`config.mk`:
```
export PLATFORM = sky130hd
export DESIGN_NAME = router_ctrl
export DESIGN_NICKNAME = d
export VERILOG_FILES = /design/src/rtl/router_ctrl.sv
export SDC_FILE = /design/constraint.sdc
export NUM_CORES = 1
export LEC_CHECK = 0
export CAP_MARGIN = 10
export CORE_ASPECT_RATIO = 0.7
export CORE_MARGIN = 2
export CORE_UTILIZATION = 40
export CTS_BUF_LIST = sky130_fd_sc_hd__clkbuf_4 sky130_fd_sc_hd__clkbuf_8
export DETAILED_ROUTE_END_ITERATION = 10
export PLACE_DENSITY = 0.71
export SYNTH_ARGS = -nofsm -noshare
export SYNTH_HDL_FRONTEND = slang
export SYNTH_SLANG_ARGS = --single-unit
export TNS_END_PERCENT = 100
```
`constraint.sdc`:
```
create_clock -name clock -period 2.9 [get_ports clock]
set_clock_uncertainty 0.2 [all_clocks]
set_input_delay 0.29 -clock clock [delete_from_list [all_inputs] [get_ports clock]]
set_output_delay 0.29 -clock clock [all_outputs]
set_load 0.02 [all_outputs]
```
`src/rtl/router_ctrl.sv`:
```
// Packet write sequencer for the 1x3 router, with per-port read-timeout soft resets.
// DECODE_ADDRESS wait header | WAIT_TILL_EMPTY hold for FIFO | LOAD_FIRST_DATA header write | LOAD_DATA payload
// FIFO_FULL stall | LOAD_AFTER_FULL held byte write | LOAD_PARITY parity write | CHECK_PARITY parity strobe
module router_ctrl #(
    parameter int TIMEOUT = 30,
    parameter int CW      = 5
) (
    input  logic       clock,
    input  logic       resetn,
    input  logic       pkt_valid,
    input  logic [1:0] addr_in,
    input  logic [2:0] full,
    input  logic [2:0] empty,
    input  logic [2:0] read_enb,
    output logic [2:0] write_enb,
    output logic       lfd_state,
    output logic       ld_state,
    output logic       laf_state,
    output logic       detect_add,
    output logic       chk_state,
    output logic       busy,
    output logic [2:0] vld_out,
    output logic [2:0] soft_reset
);

    typedef enum logic [2:0] {
        DECODE_ADDRESS,
        WAIT_TILL_EMPTY,
        LOAD_FIRST_DATA,
        LOAD_DATA,
        FIFO_FULL,
        LOAD_AFTER_FULL,
        LOAD_PARITY,
        CHECK_PARITY
    } state_t;

    state_t               state_q, state_d;
    logic [1:0]           addr_q, addr_d;
    logic                 par_pend_q, par_pend_d;
    logic [2:0][CW-1:0]   cnt_q, cnt_d;
    logic [2:0]           soft_reset_q, soft_reset_d;

    logic [3:0] full4, empty4, soft4, we4;
    logic       full_sel, abort, wr;

    // Padded to four entries so the 2-bit address never selects past the vector.
    assign full4    = {1'b0, full};
    assign empty4   = {1'b0, empty};
    assign soft4    = {1'b0, soft_reset_q};
    assign full_sel = full4[addr_q];
    assign abort    = soft4[addr_q] && (state_q != DECODE_ADDRESS);

    always_comb begin
        state_d    = state_q;
        addr_d     = addr_q;
        par_pend_d = par_pend_q;
        wr         = 1'b0;
        lfd_state  = 1'b0;
        ld_state   = 1'b0;
        laf_state  = 1'b0;
        detect_add = 1'b0;
        chk_state  = 1'b0;
        busy       = 1'b0;
        case (state_q)
            DECODE_ADDRESS: begin
                detect_add = 1'b1;
                if (pkt_valid && addr_in != 2'd3) begin
                    addr_d  = addr_in;
                    state_d = empty4[addr_in] ? LOAD_FIRST_DATA : WAIT_TILL_EMPTY;
                end
            end
            WAIT_TILL_EMPTY: begin
                busy = 1'b1;
                if (empty4[addr_q]) state_d = LOAD_FIRST_DATA;
            end
            LOAD_FIRST_DATA: begin
                lfd_state = 1'b1;
                busy      = 1'b1;
                wr        = 1'b1;
                state_d   = LOAD_DATA;
            end
            LOAD_DATA: begin
                ld_state = 1'b1;
                wr       = pkt_valid & ~full_sel;
                if (full_sel) begin
                    state_d    = FIFO_FULL;
                    par_pend_d = 1'b0;
                end else if (!pkt_valid) begin
                    state_d = LOAD_PARITY;
                end
            end
            FIFO_FULL: begin
                busy = 1'b1;
                if (!full_sel) state_d = LOAD_AFTER_FULL;
            end
            LOAD_AFTER_FULL: begin
                laf_state = 1'b1;
                busy      = 1'b1;
                wr        = 1'b1;
                if (par_pend_q)     state_d = CHECK_PARITY;
                else if (pkt_valid) state_d = LOAD_DATA;
                else                state_d = LOAD_PARITY;
            end
            LOAD_PARITY: begin
                busy = 1'b1;
                wr   = ~full_sel;
                if (full_sel) begin
                    state_d    = FIFO_FULL;
                    par_pend_d = 1'b1;
                end else begin
                    state_d = CHECK_PARITY;
                end
            end
            CHECK_PARITY: begin
                busy      = 1'b1;
                chk_state = 1'b1;
                state_d   = DECODE_ADDRESS;
            end
            default: state_d = DECODE_ADDRESS;
        endcase
        // The flushed FIFO must not receive any byte of the abandoned packet.
        if (abort) begin
            state_d = DECODE_ADDRESS;
            wr      = 1'b0;
        end
    end

    assign we4       = 4'(wr) << addr_q;
    assign write_enb = we4[2:0];
    assign vld_out   = ~empty;
    assign soft_reset = soft_reset_q;

    always_comb begin
        cnt_d        = cnt_q;
        soft_reset_d = 3'b000;
        for (int i = 0; i < 3; i++) begin
            if (read_enb[i] || empty[i]) begin
                cnt_d[i] = '0;
            end else if (cnt_q[i] == CW'(TIMEOUT - 1)) begin
                cnt_d[i]        = '0;
                soft_reset_d[i] = 1'b1;
            end else begin
                cnt_d[i] = cnt_q[i] + CW'(1);
            end
        end
    end

    always_ff @(posedge clock) begin
        if (!resetn) begin
            state_q      <= DECODE_ADDRESS;
            addr_q       <= 2'd0;
            par_pend_q   <= 1'b0;
            cnt_q        <= '0;
            soft_reset_q <= 3'b000;
        end else begin
            state_q      <= state_d;
            addr_q       <= addr_d;
            par_pend_q   <= par_pend_d;
            cnt_q        <= cnt_d;
            soft_reset_q <= soft_reset_d;
        end
    end

endmodule

```
==> impl_results.html <==
<table>
<tr><th>Metric</th><th>Value</th></tr>
<tr><th colspan="2">Outcome</th></tr>
<tr><td>Result of the run</td><td>completed</td></tr>
<tr><th colspan="2">Timing</th></tr>
<tr><td>Final number of max-transition violations</td><td>0</td></tr>
<tr><td>Relative slew margins</td><td>71.4%</td></tr>
<tr><td>Period utilization</td><td>94.9%</td></tr>
<tr><td>Worst Setup Slack, final</td><td>149 ps</td></tr>
<tr><td>Timing-limited maximum frequency</td><td>0.363 GHz</td></tr>
<tr><td>Total of endpoints with negative setup slack in the final report</td><td>0</td></tr>
<tr><td>Count of final hold-check violations</td><td>0</td></tr>
<tr><td>Unrepaired setup endpoints after global routing</td><td>false</td></tr>
<tr><td>Worst slew pin tran</td><td>424 ps</td></tr>
<tr><td>Final critical path time including I/O delays and setup</td><td>2750 ps</td></tr>
<tr><td>Setup TNS</td><td>0 ps</td></tr>
<tr><th colspan="2">Routing</th></tr>
<tr><td>Drt pass-1 iters</td><td>4</td></tr>
<tr><td>First DRT Iteration DRCs</td><td>77</td></tr>
<tr><td>DRC</td><td>0</td></tr>
<tr><td>Final ANT Viol Nets</td><td>0</td></tr>
<tr><td>Number of vias per cell</td><td>5.18</td></tr>
<tr><td>Post-detailed-routing wire length</td><td>2.60 mm</td></tr>
<tr><td>Detailed-route via count</td><td>1098</td></tr>
<tr><td>Average wire per standard cell</td><td>12.2 um</td></tr>
<tr><th colspan="2">Yosys</th></tr>
<tr><td>Dominant combinational cell family by area after synthesis</td><td>simple AND/OR/NAND/NOR gates</td></tr>
<tr><td>Yosys top cell area share</td><td>38.5%</td></tr>
<tr><td>Number of flops mapped to enable cells by yosys</td><td>0</td></tr>
<tr><td>Synthesized instance count</td><td>145</td></tr>
<tr><td>Cell type with the largest total area after synthesis</td><td>sky130_fd_sc_hd__dfxtp_1</td></tr>
<tr><td>Synth warn</td><td>0</td></tr>
<tr><td>Mapped Nets</td><td>165</td></tr>
<tr><td>Cell types occupying the most area after synthesis</td><td>sky130_fd_sc_hd__dfxtp_1 (38%), sky130_fd_sc_hd__nor2_1 (6.9%), sky130_fd_sc_hd__ha_1 (6.0%)</td></tr>
<tr><td>Post-Syn Area</td><td>1250 um2</td></tr>
<tr><td>Average size of a mapped cell</td><td>8.61 um2</td></tr>
<tr><td>Post-synthesis sequential area ratio</td><td>38.5%</td></tr>
<tr><td>Synthesized-area fraction occupied by xor and xnor cells</td><td>6.31%</td></tr>
<tr><td>Post-synthesis simple-gate area fraction</td><td>24.7%</td></tr>
<tr><td>Share of synthesized area spent on multiplexers</td><td>2.71%</td></tr>
<tr><td>FFs w/ async S/R, synth</td><td>0%</td></tr>
<tr><td>Cell variety after synth</td><td>36</td></tr>
<tr><td>Fraction of the mapped netlist area in compound gates</td><td>16.9%</td></tr>
<tr><td>Top_reg_cell synth</td><td>sky130_fd_sc_hd__dfxtp_1</td></tr>
<tr><td>Number of synthesized register bits</td><td>24</td></tr>
<tr><td>Post-synthesis share of cell area spent on full adders, half adders and majority gates</td><td>6.01%</td></tr>
<tr><th colspan="2">Finish</th></tr>
<tr><td>Non-filler instance count after layout</td><td>212</td></tr>
<tr><td>Layout cells sized above 1</td><td>8.52%</td></tr>
<tr><td>Most common cell after layout, fill and taps aside</td><td>sky130_fd_sc_hd__clkdlybuf4s50_1</td></tr>
<tr><td>Area taken by flip-flops and latches</td><td>482 um2</td></tr>
<tr><td># nets final</td><td>197</td></tr>
<tr><td>Filler Cell Count</td><td>286</td></tr>
<tr><td>Multi-input gate area in the final layout</td><td>708 um2</td></tr>
<tr><td>Area delta synth-&gt;final</td><td>32.3%</td></tr>
<tr><td>Commonest cells after routing, fill and taps aside</td><td>sky130_fd_sc_hd__clkdlybuf4s50_1 (26), sky130_fd_sc_hd__nor2_1 (23), sky130_fd_sc_hd__dfxtp_1 (23), sky130_fd_sc_hd__inv_1 (10), sky130_fd_sc_hd__nand2_1 (9)</td></tr>
<tr><td>Inserted Diodes</td><td>0</td></tr>
<tr><th colspan="2">Floorplan</th></tr>
<tr><td>Core Box Area</td><td>2880 um2</td></tr>
<tr><td>Number of ports placed on the die boundary</td><td>29</td></tr>
<tr><td>Die extent in x</td><td>70.8 um</td></tr>
<tr><td>Vert. Die Dim</td><td>50.7 um</td></tr>
<tr><td>Area of the die</td><td>3590 um2</td></tr>
<tr><td>Cell row count</td><td>16</td></tr>
<tr><td>Effective utilization at floorplan</td><td>43.3%</td></tr>
<tr><th colspan="2">Global routing</th></tr>
<tr><td>Overall overflow remaining after global route</td><td>0</td></tr>
<tr><td>Initial antenna violation count</td><td>0</td></tr>
<tr><td>First-pass GRT wire length</td><td>4.59 mm</td></tr>
<tr><td>Pin count of the biggest net entering global routing</td><td>16</td></tr>
<tr><td>Vias in the first global route</td><td>1052</td></tr>
<tr><td>GRT Resource Usage Total</td><td>15.6%</td></tr>
<tr><th colspan="2">Critical path</th></tr>
<tr><td>Worst setup SP type</td><td>flip-flop</td></tr>
<tr><td>Largest incremental delay on the critical path</td><td>670 ps</td></tr>
<tr><td>Reg2Reg Launch Point</td><td>addr_q[0]</td></tr>
<tr><td>Crit path buf inv count</td><td>2</td></tr>
<tr><td>Path depth of the worst reg2reg path</td><td>5</td></tr>
<tr><td>Reg-to-reg critical path endpoint</td><td>state_q[0]</td></tr>
<tr><td>Worst Path Max Fanout</td><td>7</td></tr>
<tr><td>Worst EP arrival</td><td>2260 ps</td></tr>
<tr><td>Critical Path End Type</td><td>output pin</td></tr>
<tr><td>Required time of the critical path</td><td>2410 ps</td></tr>
<tr><td>Cell family contributing the most delay on the critical path</td><td>buffers and inverters</td></tr>
<tr><td>Worst-path cell chain</td><td>inv_1, or4_2, a21oi_1, clkdlybuf4s50_1</td></tr>
<tr><td>Class of the most critical setup path</td><td>flip-flop to output pin</td></tr>
<tr><td>Worst setup slack for register-to-register paths</td><td>920 ps</td></tr>
<tr><td>Crit-path slowest cell</td><td>sky130_fd_sc_hd__or4_2</td></tr>
<tr><th colspan="2">Min path</th></tr>
<tr><td>Min-Delay Endpoint</td><td>cnt_q[0]</td></tr>
<tr><td>Hold-critical path depth</td><td>1</td></tr>
<tr><td>Hold_sp</td><td>cnt_q[0]</td></tr>
<tr><td>Min-delay worst type</td><td>flip-flop to flip-flop</td></tr>
<tr><th colspan="2">Clock tree</th></tr>
<tr><td>Clock Tree Buf Depth</td><td>2</td></tr>
<tr><td>CTS clk-pin slew, worst paths</td><td>90 ps</td></tr>
<tr><td>Number of buffers inserted to repair setup after CTS</td><td>0</td></tr>
<tr><td>Cts bufs inserted</td><td>3</td></tr>
<tr><td>Clk sink count</td><td>24</td></tr>
<tr><td>Clk Latency, worst-skew pair</td><td>260 ps</td></tr>
<tr><td>Max H-tree Level</td><td>1</td></tr>
<tr><td>TritonCTS clock tree</td><td>built</td></tr>
<tr><td>CTS Root Cell</td><td>sky130_fd_sc_hd__clkbuf_8</td></tr>
<tr><th colspan="2">Place</th></tr>
<tr><td>Placement Setup Slack</td><td>187 ps</td></tr>
<tr><td>Detailed placer's ending HPWL</td><td>2.00 mm</td></tr>
<tr><td>Final Wtd Congestion</td><td>0.798</td></tr>
<tr><td>Cells after DPL</td><td>208</td></tr>
<tr><td>Number of port buffers</td><td>28</td></tr>
<tr><th colspan="2">Power</th></tr>
<tr><td>Largest voltage drop on the vdd net</td><td>328 uV</td></tr>
<tr><td>Power density over the cells</td><td>552 nW/um2</td></tr>
<tr><td>Leakage power summed over all cells</td><td>0.664 nW</td></tr>
<tr><th colspan="2">Run</th></tr>
<tr><td>Max Cap Viol</td><td>0</td></tr>
</table>
[where the power goes]
group	leakage [nW]	total, W	internal, W	switching, W
logic	0.433	0.000259	0.000123	0.000136
registers	0.195	0.000368	0.000344	0.0000238
clock network	0.0357	0.000285	0.000184	0.000101
[per-layer routing]
| metal | track usage [%] | vias up | share of wire (%) |
|---|---|---|---|
| li1 | - | 569 | - |
| met1 | 21.5 | 500 | 49 |
| met2 | 24.6 | 29 | 45 |
| met3 | 4.42 | 0 | 5.8 |
| met4 | 2.83 | 0 | 0 |
| met5 | 0 | - | 0 |
[synthesized netlist by cell type (3+ instances only)]
master                     count
sky130_fd_sc_hd__o21ai_0       4
sky130_fd_sc_hd__nor3_1        3
sky130_fd_sc_hd__and3_1        3
sky130_fd_sc_hd__inv_1        10
sky130_fd_sc_hd__xor2_1        6
sky130_fd_sc_hd__nand3_1       8
sky130_fd_sc_hd__dfxtp_1      24
sky130_fd_sc_hd__ha_1          6
sky130_fd_sc_hd__nand2_1       9
sky130_fd_sc_hd__a211oi_1      4
sky130_fd_sc_hd__nor2b_1       4
sky130_fd_sc_hd__nor3b_1       4
sky130_fd_sc_hd__clkbuf_1      3
sky130_fd_sc_hd__nand4_1       3
sky130_fd_sc_hd__xnor2_1       3
sky130_fd_sc_hd__nor2_1       23
sky130_fd_sc_hd__a21oi_1       4
[area by class of cell]
class	count	area share, %
inverters	10	2.27
clock inverters	1	1.82
flip-flops and latches	24	29.2
well taps	36	2.73
clock buffers	3	2.50
repair buffers	31	18.6
multi-input cells	107	42.9
[worst max path at each step]
stage | to | startpoint | cells after the start
floorplan | write_enb[1] | addr_q[0] | 6
global placement | write_enb[1] | full[0] | 7
detailed placement | write_enb[1] | full[0] | 7
CTS | write_enb[1] | addr_q[0] | 6
global route | write_enb[2] | addr_q[1] | 4
finish | write_enb[2] | addr_q[1] | 4
[per-stage QoR]
step                      power, W  hold slack, ps  utilization [%]  cell area [um2]
final                     0.000912             269             57.3             1650
after global routing      0.000962             310             57.3             1650
after CTS                 0.000919             275             57.1             1650
after detailed placement  0.000633             256             54.6             1570
after global placement    0.000628             245             54.6             1570
after floorplan           0.000533             233                -             1250
[registers in the layout, summed over array words and instances (netlist names)]
signal,count
addr_q,2
soft_reset,3
cnt_q,15
state_q,3
par_pend_q,1
[kinds of logic after synthesis]
group                      Yosys count
muxes                                3
adders and majority gates            6
xor gates and xnor gates             9
buffers and inverters               14
and+or+nand+nor                     62
AOI/OAI and AO/OA                   27
DFF                                 24
[timing repair]
| item | CTS | global route |
|---|---|---|
| hold endpoints to repair | 0 | 0 |
| resized for setup | 1 | 2 |
| hold buffers | 0 | 0 |
| endpoints found under the setup margin | 1 | 2 |
| gates cloned | 0 | 0 |
No activity file was read; power rests on OpenSTA's default activity.
==> edit (same settings) <==
The 8 states of `state_t` get a one-hot encoding in 8 bits.
--- a/src/rtl/router_ctrl.sv
+++ b/src/rtl/router_ctrl.sv
@@ -23,15 +23,15 @@
     output logic [2:0] soft_reset
 );
 
-    typedef enum logic [2:0] {
-        DECODE_ADDRESS,
-        WAIT_TILL_EMPTY,
-        LOAD_FIRST_DATA,
-        LOAD_DATA,
-        FIFO_FULL,
-        LOAD_AFTER_FULL,
-        LOAD_PARITY,
-        CHECK_PARITY
+    typedef enum logic [7:0] {
+        DECODE_ADDRESS  = 8'b00000001,
+        WAIT_TILL_EMPTY = 8'b00000010,
+        LOAD_FIRST_DATA = 8'b00000100,
+        LOAD_DATA       = 8'b00001000,
+        FIFO_FULL       = 8'b00010000,
+        LOAD_AFTER_FULL = 8'b00100000,
+        LOAD_PARITY     = 8'b01000000,
+        CHECK_PARITY    = 8'b10000000
     } state_t;
 
     state_t               state_q, state_d;
Formal check against the unedited RTL: no difference found for any inputs over 10 cycles, from zero or initial values and one cycle with resetn low; not proved beyond that.
==> edit against the unedited design <==
Critical path depth rose by 4; cell area is 21% higher; worst setup slack got worse by 0.032 ns; area after synthesis rose by 19%; power up 45%; final cell count increased by 17%; non-clock buffer count grew 5; sequential cell count increased by 5; routed wire length rose by 27%; sequential power rose by 29%; critical path type unchanged; largest power group unchanged.
==> edit: results (changes against the unedited design) <==
status: "complete, no violations"
grt_pass1_vias: 1236  # +17%
total_leakage_power_nw: 0.752  # +13%
ir_worst_vdd_mv: 0.388  # +18%
comb_power_w: 0.000413  # +59%
min_path_cells: 1  # unchanged
layout.cells.non_filler: 249  # +17%
combPwrFrac: 0.311  # +0.027
dp_cells: 241  # +16%
timing.rr.start: "state_q[2]$_SDFFE_PP0P_"
critPathLaunch: "state_q[6]$_SDFFE_PP0P_"
clockRootBuffer: "clkbuf_8"
syn_avg_cell_area_um2: 9.51  # +10%
crit_fanout: 5  # -2
dpl_cell_area_um2: 1880  # +19%
wl_per_cell_um: 13.3  # +8.4%
worst_slew_pin_slew_ns: 0.366  # -0.0575 ns
synthArstFlopShare: 0  # unchanged
final_layout_size_suffix_gt1_frac: 0.151  # +0.0655
synth.distinct_cells: 43  # +19%
grt_first_pass_wirelength_um: 5690  # +24%
synth_common_cells: "dfxtp_1, nor2_1, inv_1, nor2b_1, nand3_1"
numCtsBuffers: 5  # +2
nFillCells: 326  # +14%
whs_ns: 0.273  # +0.00392 ns
p_clk_frac: 0.330  # +0.017
clkSlewWorstSetupHoldPaths_ns: 0.07  # -0.02 ns
switching_share: 0.320  # +0.0345
cpLargestDelayFamily: "simple AND/OR/NAND/NOR gates"
r2r_end: "state_q[3]$_SDFFE_PP0P_"
worstPathArrival_ns: 2.29  # +0.03 ns
hold_path_class: "flip-flop to flip-flop"
grt_start_max_net_pins: 11  # -5
yosysTopAreaCellShare: 0.391  # +0.00646
cts_max_level: 2  # +1
clk_path_buf_depth: 2  # unchanged
crit_path_max_incr_delay_ns: 0.38  # -0.29 ns
clk_latency_ns: 0.29  # +0.03 ns
crit_slowest_cell: "nor4_4"
nNetsFinal: 218  # +11%
via_per_inst: 5.04  # -2.8%
netlist_top_cells_area: "dfxtp_1, nor2_1, ha_1"
fin_setup_tns_ns: 0  # unchanged
ys_seq_area_frac: 0.391  # +0.00646
synthesis.nets: 176  # +6.7%
dp_worst_setup_slack_ns: 0.0527  # -0.134 ns
drt_iter0_markers: 54  # -30%
io_buffers: 28  # unchanged
gp_congestion: 0.964  # +21%
post_cts_resized: 3  # +2
dpl.hpwl_um: 2600  # +30%
r2r_slack_ns: 0.87  # -0.05 ns
grt_util_all_layers: 0.181  # +0.0244
reg2regPathDepth: 6  # +1
==> edit: changes by cell type after synthesis, sizes merged, moves of 3 or more <==
cell	delta
nand4b	+4
clkbuf	-3
and4b	+3
nor3b	+3
nand2	-4
nor2b	+4
dfxtp	+5
==> edit: layout make-up <==
| class | count | area [µm²] | share of cell area |
|---|---|---|---|
| multi-input combinational | 116 | 852 | 0.427 |
| sequential | 29 | 582 | 0.291 |
| timing repair buffer | 36 | 337 | 0.169 |
| clock buffer | 6 | 82.6 | 0.0414 |
| tap | 50 | 62.6 | 0.0313 |
| inverter | 10 | 43.8 | 0.0219 |
| clock inverter | 2 | 37.5 | 0.0188 |
==> edit: logic make-up (layout without fill, tap and decap cells) <==
group / Yosys count / in the layout / share of synthesized area
xor+xnor: 10 / 10 / 0.0590
simple gates: 75 / 75 / 0.323
flops: 29 / 29 / 0.391
fa+ha+maj: 6 / 6 / 0.0506
compound gates: 21 / 21 / 0.115
buf+inv: 11 / 54 / 0.0346
mux: 4 / 4 / 0.0270
==> edit: worst register-to-register path, cell delays in order (launching register included) <==
cell and delay (ns):
dfxtp_1 0.37, nor4_4 0.29, buf_4 0.18, nand4b_1 0.19, a211oi_2 0.34, nor3_2 0.11, a211oi_1 0.26
==> edit: worst max path at each step <==
stage,depth (start not counted),to,slack [ns]
global placement,8,write_enb[2],0.09
global route,8,write_enb[2],0.00004
detailed placement,8,write_enb[2],0.05
CTS,8,write_enb[2],0.11
floorplan,6,write_enb[2],0.50
finish,8,write_enb[2],0.12
==> edit: layer usage <==
layer  global-route usage  vias up  part of all wire
met1                0.203      588              0.47
met2                0.319       21              0.47
met5                    0        -                 0
li1                     -      640                 -
met3               0.0633        5             0.043
met4               0.0879        0             0.018
